[src/rtl/mul_seq_ctrl_pkg.sv]
// Shared definitions for the iterative multiplier sequencer: EX-stage control
// codes, the sequencer state encoding and the default operand width.
package mul_seq_ctrl_pkg;

    localparam int MSEQ_WIDTH_DEFAULT = 32;

    localparam logic [3:0] Ctrl_ADD  = 4'd0;
    localparam logic [3:0] Ctrl_SUB  = 4'd1;
    localparam logic [3:0] Ctrl_AND  = 4'd2;
    localparam logic [3:0] Ctrl_OR   = 4'd3;
    localparam logic [3:0] Ctrl_XOR  = 4'd4;
    localparam logic [3:0] Ctrl_SLL  = 4'd5;
    localparam logic [3:0] Ctrl_SRL  = 4'd6;
    localparam logic [3:0] Ctrl_SRA  = 4'd7;
    localparam logic [3:0] Ctrl_SLT  = 4'd8;
    localparam logic [3:0] Ctrl_SLTU = 4'd9;
    localparam logic [3:0] Ctrl_MUL  = 4'd10;

    typedef enum logic [1:0] {
        MSEQ_IDLE = 2'd0,
        MSEQ_RUN  = 2'd1,
        MSEQ_DONE = 2'd2
    } mseq_state_t;

endpackage

[src/rtl/mul_seq_ctrl_if.sv]
// EX-stage bundle between the pipeline (master) and the multiply sequencer (slave).
interface mul_seq_ctrl_if
    import mul_seq_ctrl_pkg::*;
#(
    parameter int WIDTH = MSEQ_WIDTH_DEFAULT
);
    // Handshake: the pipeline offers an instruction whenever ex_valid_i is high;
    // stall_o is the back-pressure (instruction not accepted while high), and
    // result_valid_o is a one-cycle pulse marking the only cycle result_o is meaningful.
    logic [3:0]       ctrl_i;
    logic             ex_valid_i;
    logic             flush_i;
    logic [WIDTH-1:0] op_a_i;
    logic [WIDTH-1:0] op_b_i;
    logic             stall_o;
    logic             busy_o;
    logic [WIDTH-1:0] result_o;
    logic             result_valid_o;
    mseq_state_t      dbg_state;

    modport master (
        output ctrl_i, ex_valid_i, flush_i, op_a_i, op_b_i,
        input  stall_o, busy_o, result_o, result_valid_o, dbg_state
    );

    modport slave (
        input  ctrl_i, ex_valid_i, flush_i, op_a_i, op_b_i,
        output stall_o, busy_o, result_o, result_valid_o, dbg_state
    );

endinterface

[src/rtl/mul_shift_add_dp.sv]
// Shift-add multiplier datapath: multiplicand, multiplier and accumulator registers.
// With MUL_SEQ_EARLY_EXIT_EN defined, exit_ok flags that no multiplier bits remain.
module mul_shift_add_dp #(
    parameter int WIDTH = 32
) (
    input  logic             clk_i,
    input  logic             rst_i,
    input  logic             load,
    input  logic             step,
    input  logic [WIDTH-1:0] op_a,
    input  logic [WIDTH-1:0] op_b,
    output logic [WIDTH-1:0] acc,
    output logic             exit_ok
);

    logic [WIDTH-1:0] a_q;
    logic [WIDTH-1:0] b_q;
    logic [WIDTH-1:0] acc_q;

    always_ff @(posedge clk_i) begin
        if (rst_i) begin
            a_q   <= '0;
            b_q   <= '0;
            acc_q <= '0;
        end else if (load) begin
            a_q   <= op_a;
            b_q   <= op_b;
            acc_q <= '0;
        end else if (step) begin
            // Widths match, so the add and shift wrap to the low half of the product.
            if (b_q[0]) acc_q <= acc_q + a_q;
            a_q <= a_q << 1;
            b_q <= b_q >> 1;
        end
    end

    assign acc = acc_q;

`ifdef MUL_SEQ_EARLY_EXIT_EN
    assign exit_ok = ((b_q >> 1) == '0);
`else
    assign exit_ok = 1'b0;
`endif

endmodule

[src/rtl/mul_seq_ctrl.sv]
// EX-stage multiply sequencer: detects MUL, stalls the front of the pipe for the
// iterations and pulses the low product half. Timing option: MUL_SEQ_EARLY_EXIT_EN.
module mul_seq_ctrl
    import mul_seq_ctrl_pkg::*;
#(
    parameter int WIDTH = MSEQ_WIDTH_DEFAULT,
    parameter int CNT_W = 5
) (
    input  logic           clk_i,
    input  logic           rst_i,
    mul_seq_ctrl_if.slave  bus
);

    mseq_state_t      state_q, state_d;
    logic [CNT_W-1:0] cnt_q;
    logic [WIDTH-1:0] result_q;
    logic [WIDTH-1:0] acc;
    logic             exit_ok;
    logic             start;
    logic             last_step;
    logic             load;
    logic             step;
    logic             stall;
    logic             rvalid;

    assign start     = bus.ex_valid_i && (bus.ctrl_i == Ctrl_MUL) && !bus.flush_i
                       && (state_q == MSEQ_IDLE);
    assign last_step = (cnt_q == CNT_W'(WIDTH - 1)) || exit_ok;

    always_comb begin
        state_d = state_q;
        load    = 1'b0;
        step    = 1'b0;
        stall   = 1'b0;
        rvalid  = 1'b0;
        case (state_q)
            MSEQ_IDLE: begin
                if (start) begin
                    load    = 1'b1;
                    stall   = 1'b1;
                    state_d = MSEQ_RUN;
                end
            end
            MSEQ_RUN: begin
                if (bus.flush_i) begin
                    state_d = MSEQ_IDLE;
                end else begin
                    step  = 1'b1;
                    stall = 1'b1;
                    if (last_step) state_d = MSEQ_DONE;
                end
            end
            MSEQ_DONE: begin
                // ctrl_i still shows the finished MUL here, so it must not restart.
                rvalid  = !bus.flush_i;
                state_d = MSEQ_IDLE;
            end
            default: state_d = MSEQ_IDLE;
        endcase
    end

    always_ff @(posedge clk_i) begin
        if (rst_i) begin
            state_q  <= MSEQ_IDLE;
            cnt_q    <= '0;
            result_q <= '0;
        end else begin
            state_q <= state_d;
            if (load)        cnt_q <= '0;
            else if (step)   cnt_q <= cnt_q + 1'b1;
            if (rvalid)      result_q <= acc;
        end
    end

    mul_shift_add_dp #(.WIDTH(WIDTH)) u_dp (
        .clk_i   (clk_i),
        .rst_i   (rst_i),
        .load    (load),
        .step    (step),
        .op_a    (bus.op_a_i),
        .op_b    (bus.op_b_i),
        .acc     (acc),
        .exit_ok (exit_ok)
    );

    assign bus.stall_o        = stall;
    assign bus.busy_o         = (state_q != MSEQ_IDLE);
    assign bus.result_valid_o = rvalid;
    assign bus.result_o       = rvalid ? acc : result_q;
    assign bus.dbg_state      = state_q;

endmodule
[src/flat_wrapper.sv]
// flat-port wrapper written by rule: the top's interface ports become plain ports
module mul_seq_ctrl_flat import mul_seq_ctrl_pkg::*;
#(
    parameter int WIDTH = MSEQ_WIDTH_DEFAULT,
    parameter int CNT_W = 5
)
  (clk_i, rst_i, bus_ctrl_i, bus_ex_valid_i, bus_flush_i, bus_op_a_i, bus_op_b_i, bus_stall_o, bus_busy_o, bus_result_o, bus_result_valid_o, bus_dbg_state);
  mul_seq_ctrl_if #(.WIDTH(WIDTH)) bus_i ();
  input  logic clk_i;
  input  logic rst_i;
  input wire logic [$bits(bus_i.ctrl_i)-1:0] bus_ctrl_i;
  input wire logic [$bits(bus_i.ex_valid_i)-1:0] bus_ex_valid_i;
  input wire logic [$bits(bus_i.flush_i)-1:0] bus_flush_i;
  input wire logic [$bits(bus_i.op_a_i)-1:0] bus_op_a_i;
  input wire logic [$bits(bus_i.op_b_i)-1:0] bus_op_b_i;
  output wire logic [$bits(bus_i.stall_o)-1:0] bus_stall_o;
  output wire logic [$bits(bus_i.busy_o)-1:0] bus_busy_o;
  output wire logic [$bits(bus_i.result_o)-1:0] bus_result_o;
  output wire logic [$bits(bus_i.result_valid_o)-1:0] bus_result_valid_o;
  output wire logic [$bits(bus_i.dbg_state)-1:0] bus_dbg_state;
  assign bus_i.ctrl_i = bus_ctrl_i;
  assign bus_i.ex_valid_i = bus_ex_valid_i;
  assign bus_i.flush_i = bus_flush_i;
  assign bus_i.op_a_i = bus_op_a_i;
  assign bus_i.op_b_i = bus_op_b_i;
  assign bus_stall_o = bus_i.stall_o;
  assign bus_busy_o = bus_i.busy_o;
  assign bus_result_o = bus_i.result_o;
  assign bus_result_valid_o = bus_i.result_valid_o;
  assign bus_dbg_state = bus_i.dbg_state;
  mul_seq_ctrl #(.WIDTH(WIDTH), .CNT_W(CNT_W)) u_core (.clk_i(clk_i), .rst_i(rst_i), .bus(bus_i));
endmodule
[config.mk]
export PLATFORM = sky130hd
export DESIGN_NAME = mul_seq_ctrl_flat
export DESIGN_NICKNAME = d
export VERILOG_FILES = /design/src/rtl/mul_seq_ctrl_pkg.sv /design/src/rtl/mul_seq_ctrl_if.sv /design/src/rtl/mul_shift_add_dp.sv /design/src/rtl/mul_seq_ctrl.sv /design/src/flat_wrapper.sv
export SDC_FILE = /design/constraint.sdc
export NUM_CORES = 1
export LEC_CHECK = 0
export ABC_AREA = 1
export ABC_CLOCK_PERIOD_IN_PS = 2400
export CORE_ASPECT_RATIO = 1.2
export CORE_MARGIN = 8
export CORE_UTILIZATION = 56
export DETAILED_ROUTE_END_ITERATION = 16
export PLACE_DENSITY_LB_ADDON = 0.2
export SLEW_MARGIN = 5
export SYNTH_ARGS = -nofsm -noshare
export SYNTH_HDL_FRONTEND = slang
export SYNTH_SLANG_ARGS = --single-unit
[constraint.sdc]
create_clock -name clk_i -period 2.4 [get_ports clk_i]
set_input_delay 0.48 -clock clk_i [delete_from_list [all_inputs] [get_ports clk_i]]
set_output_delay 0.48 -clock clk_i [all_outputs]
set_load 0.05 [all_outputs]
[Word-level counts from Yosys, hierarchy flattened]
Index checks and enable logic that the tools add are counted.
Cells by class
  reductions and logical operators: 10
  add/sub/neg operators: 2
  mux-type cells: 15
  equality and inequality tests: 6
Operators by type and width (count)
  $mux W32: 5
  $add A32 B32 Y32: 1
  $mux W2: 3
  $add A5 B1 Y5 const B: 1
  $eq A5 B5 Y1 const B: 1
  $mux W1: 5
  $eq A4 B4 Y1 const B: 1
  $pmux W2 S2: 1
  $reduce_and A2 Y1: 2
  $reduce_bool A2 Y1: 2
  $logic_and A1 B1 Y1: 3
  $ne A3 B2 Y1 const B: 1
  $eq A2 B1 Y1 const B: 1
  $eq A2 B2 Y1 const B: 1
  $logic_not A2 Y1: 1
  $ne A2 B1 Y1 const B: 1
  $pmux W1 S2: 1
  $reduce_or A2 Y1: 1
  $logic_not A1 Y1: 1
Word-level totals
  logic and storage cells: 39
  flip-flop bits (word level): 135
  output and inout port bits: 37

[Depth between registers and ports, before layout]
  depth in word-level cells: 7
  mapped depth: 13
  gate-level depth less buffers: 13

[Modules after synthesis]
A second synthesis with hierarchy kept.
Second synthesis, totals
  cell total of the unflattened synthesis: 1299
  area, all modules: 8152.8 µm²
Modules (own cells, without submodules)
  mul_shift_add_dp: cells an instance 1039, sequential area each 1921.8 µm², instances 1, area each 6339.8 µm²
  mul_seq_ctrl: cells an instance 260, sequential area each 780.7 µm², instances 1, area each 1813.0 µm²

[Least setup slack after synthesis]
No wires, ideal clock.
  path kind: register to output
  start: register u_core.state_q[0] (netlist: u_core.bus.dbg_state[0])
  end: output bus_result_o[22]
  path slack: -0.231 ns
  data required time: 1.920 ns
  stages on the path, launching flop included: 7
  buffers on the path: 2
  data arrival time: 2.151 ns
  cells stage by stage: dfxtp_1 inv_1 nand2_1 nor2_1 buf_2 buf_2 a21oi_1
Between the ends
  longest elaborated chain between the ends: 3
Ends and longest elaborated chain
  start: declaration: RTL line mul_seq_ctrl.sv:14  | mseq_state_t state_q, state_d;
  start signal: assignment: RTL line mul_seq_ctrl.sv:68  | state_q <= state_d;
  $eq A2 B2 Y1: RTL line mul_seq_ctrl.sv:36  | case (state_q)
  $mux W1: RTL line mul_seq_ctrl.sv:36
  net bus_result_valid_o: RTL line flat_wrapper.sv:19  | output wire logic [$bits(bus_i.result_valid_o)-1:0] bus_result_valid_o;
  $mux W32: RTL line mul_seq_ctrl.sv:89  | assign bus.result_o = rvalid ? acc : result_q;
  end: declaration: RTL line flat_wrapper.sv:18  | output wire logic [$bits(bus_i.result_o)-1:0] bus_result_o;
The timed path passes the listed nets, and every way through them passes these cells.

[Worst setup path after layout]
  start: register u_core.state_q[0] (netlist: u_core.bus.dbg_state[0])
  end: output bus_result_o[23]
Between the ends
  longest elaborated chain between the ends: 3
Ends and longest elaborated chain (RTL line)
  $eq A2 B2 Y1: mul_seq_ctrl.sv:36
  $mux W1: mul_seq_ctrl.sv:36
  $mux W32: mul_seq_ctrl.sv:89
No other way between the ends.

==> reports/metrics.csv <==
stage,metric,value,unit
timing,hold_ws,0.458,ns
timing,fin_crit_sh,95.5,%
place,placed_cell_area,10100,um2
timing,finalCriticalPeriod,2.29,ns
setup_path,timing.rr.start,u_core.u_dp.acc[0]$_SDFFE_PP0P_,
routing,drt_iter0_markers,483,
logic_synthesis,synth_seq_cells,135,
timing,worst_pin_slew,0.509,ns
setup_path,path_class,reg -> out,
floorplanning,fp.dieW,127,um
place,dp_cells,1527,
routing,drc_errors,0,
logic_synthesis,synthCells,1274,
setup_path,required,1.92,ns
cells_and_area,mostFrequentLayoutCells,"nand2_1, inv_1, dfxtp_1",
timing,finalHoldViolations,0,
setup_path,start_kind,register,
place,gp_congestion,0.926,
power_and_ir_drop,powerDensity,481,nW/um2
power_and_ir_drop,vdd_drop_max,0.000441,V
clocking,clk_latency,0.43,ns
power_and_ir_drop,power.share.sequential,43.7,%
setup_path,path_delay_family,buffers and inverters,
cells_and_area,drive_gt1_share,14.1,%
worst_hold_path,hold_path.class,reg -> reg,
power_and_ir_drop,combinationalPowerShare,4.6,%
timing,finalSetupViolations,0,
clocking,cts_tree,built,
cells_and_area,design_area,10800,um2
floorplanning,die_y,149,um
routing,antenna_left,0,
timing,tns,0,ns
grt,grt_pass1_vias,7863,
timing,fmax,437,MHz
cells_and_area,insertedDiodeCount,0,
grt,grt_use_total,24.6,%
setup_path,crit_path_top_delay_cell,dfxtp_2,
setup_path,worstPathCellList,inv_2 > nand2_2 > nor2_4 > buf_12 > or2_2 > inv_1 > a21oi_2 > buf_12,
power_and_ir_drop,power_leakage,5.00,nW
setup_path,timing.critical_path.mode_cell,buf_12,
cells_and_area,nets,1481,
cells_and_area,final_core_utilization,74.8,%
job,maxCapViolCount,0,
power_and_ir_drop,p_clk_share,51.7,%
setup_path,max_stage_delay,0.33,ns
setup_path,crit_fanout,22,
clocking,ctsHoldBuffers,0,
logic_synthesis,synth-edff-count,0,
worst_hold_path,min_to,u_core.u_dp.b_q[22]$_SDFFE_PP0N_,
floorplanning,die-area,19000,um2
timing,slew_headroom,66.1,%
setup_path,reg2regPathDepth,12,
clocking,path_clk_slew,0.06,ns
floorplanning,num_rows,48,
clocking,cts_buffers,17,
clocking,numClockSinks,135,
logic_synthesis,async_reset_ff_share,0,%
routing,avgViaCountPerCell,5.35,
routing,wl_per_cell,14.9,um
logic_synthesis,ys_seq_area_share,32.6,%
cells_and_area,fillers,1156,
logic_synthesis,synth_cell_types,32,
worst_hold_path,min_from,u_core.u_dp.b_q[22]$_SDFFE_PP0N_,
power_and_ir_drop,p_switching,1.14,mW
logic_synthesis,syn_area,8290,um2
floorplanning,initial_utilization,57.5,%
timing,slew_violations,0,
cells_and_area,area_delta_synth_final,30.0,%
clocking,cts-root-buf,clkbuf_16,
power_and_ir_drop,p_int,4.05,mW
clocking,clockBufferDepth,2,
clocking,htreeDepth,4,
routing,num_vias,8355,
setup_path,r2r_setup_slack,0.22,ns
grt,grt_max_degree,52,
power_and_ir_drop,switching_share,22.0,%
floorplanning,core-area,14400,um2
timing,fin_skew,0.0112,ns
worst_hold_path,hold_depth,2,
grt,antenna_found_initial,1,
routing,first_pass_iters,7,
logic_synthesis,syn-num-nets,1380,
setup_path,rr_endpoint,u_core.u_dp.acc[28]$_SDFFE_PP0P_,
cells_and_area,fin_cells,1563,
logic_synthesis,synth_ff_type,dfxtp_1,
grt,grt_pass1_wl,37700,um
setup_path,cp_num_buf_inv,4,
logic_synthesis,yosysWarnings,0,
floorplanning,pin_count,109,
setup_path,endpoint_kind,output pin,
routing,drt_wl_total,23200,um
place,io_buffers,108,
grt,grt-ovfl-total,0,
setup_path,cp.arrival,1.81,ns
status,status,"complete, no violations",
logic_synthesis,syn_area_per_cell,6.51,um2
cells_and_area,final_common_cell,nand2_1,
place,hpwl,16500,um
==> logic make-up (layout without fill, tap and decap cells) <==
logic type                 after synthesis  in the layout  synth area share (%)
DFF                                    135            135                  32.6
AOI/OAI and AO/OA                      239            239                  19.2
adders and majority gates               34             34                  5.22
and+or+nand+nor                        573            573                  28.1
buffers and inverters                  278            392                  13.4
xor gates and xnor gates                15             15                  1.58
==> stage by stage <==
stage / power (mW) / worst slack [ns]
2_1_floorplan: 2.40 / -0.231
3_3_place_gp: 2.55 / -0.0336
3_5_place_dp: 2.55 / -0.0718
4_1_cts: 5.20 / 0.0228
5_1_grt: 5.33 / -0.000915
6_report: 5.18 / 0.109
==> repair_timing <==
action                                 CTS  global route
buffers inserted                         2             0
setup endpoints to repair               15            26
resized for setup                        9             8
pin swaps                                1             1
endpoints found under the hold margin    0             0
gates cloned                             2             0
==> cell type report <==
cell class,instances,area (um2),area share [%]
Clock buffer,19,443,4.11
Clock inverter,13,154,1.43
Inverter,220,826,7.66
Multi-Input combinational cell,861,4620,42.9
Sequential cell,135,2710,25.1
Tap cell,175,219,2.03
Timing Repair Buffer,140,1810,16.8
==> worst register-to-register path, delay by kind of cell, from the launching register on <==
family	cells	cell delay (ns)
fa+ha+maj	2	0.69
buf+inv	1	0.03
flops	1	0.34
simple gates	9	1.04
==> how the worst max path moves through the flow <==
stage	from	to	slack, ns	cells past startpoint
finish	u_core.bus.dbg_state[0]$_SDFFE_PP0P_	bus_result_o[23]	0.11	8
global route	u_core.bus.dbg_state[0]$_SDFFE_PP0P_	bus_result_o[23]	-0.0009	8
CTS	u_core.bus.dbg_state[0]$_SDFFE_PP0P_	bus_result_o[6]	0.02	7
detailed placement	bus_flush_i	bus_result_o[24]	-0.07	7
global placement	bus_flush_i	bus_result_o[22]	-0.03	7
floorplan	u_core.bus.dbg_state[0]$_SDFFE_PP0P_	bus_result_o[22]	-0.23	6
==> sequential cells by signal, indices dropped and copies added, names as in the netlist <==
name	flops
u_core.u_dp.b_q	32
u_core.cnt_q	5
u_core.result_q	32
u_core.u_dp.a_q	32
u_core.u_dp.acc	32
u_core.bus.dbg_state	2
==> cell usage after synthesis, types with 4 or more instances <==
master    number  area, um2
inv_1        220        826
a21oi_1      120        601
a211oi_1      33        248
xor2_1         8       70.1
buf_6          4       45.0
a311oi_2      29        435
nand3_1       47        235
dfxtp_1      135       2700
ha_1          33        413
nand2_1      400       1500
o21ai_0       46        230
xnor2_1        7       61.3
nor2_1        79        297
or2_2         30        188
nand4_1        4       25.0
nor3_1         6       30.0
buf_2         25        125
clkbuf_1      27        101
==> layer usage <==
layer	global-route usage [%]	vias up	wire length (um)
li1	-	4240	-
met1	29.5	3802	9860
met2	41.4	265	11100
met3	6.22	46	1730
met4	9.89	2	557
met5	0	-	10
==> power by group through the flow <==
stage               Clock (mW)  Combinational, mW  Sequential (mW)
finish                    2.68              0.239             2.27
floorplan                    0             0.0897             2.31
detailed placement           0              0.237             2.32
global placement             0              0.234             2.32
CTS                       2.69              0.238             2.27
global route              2.81              0.257             2.27
No activity file was read; power rests on OpenSTA's default activity.
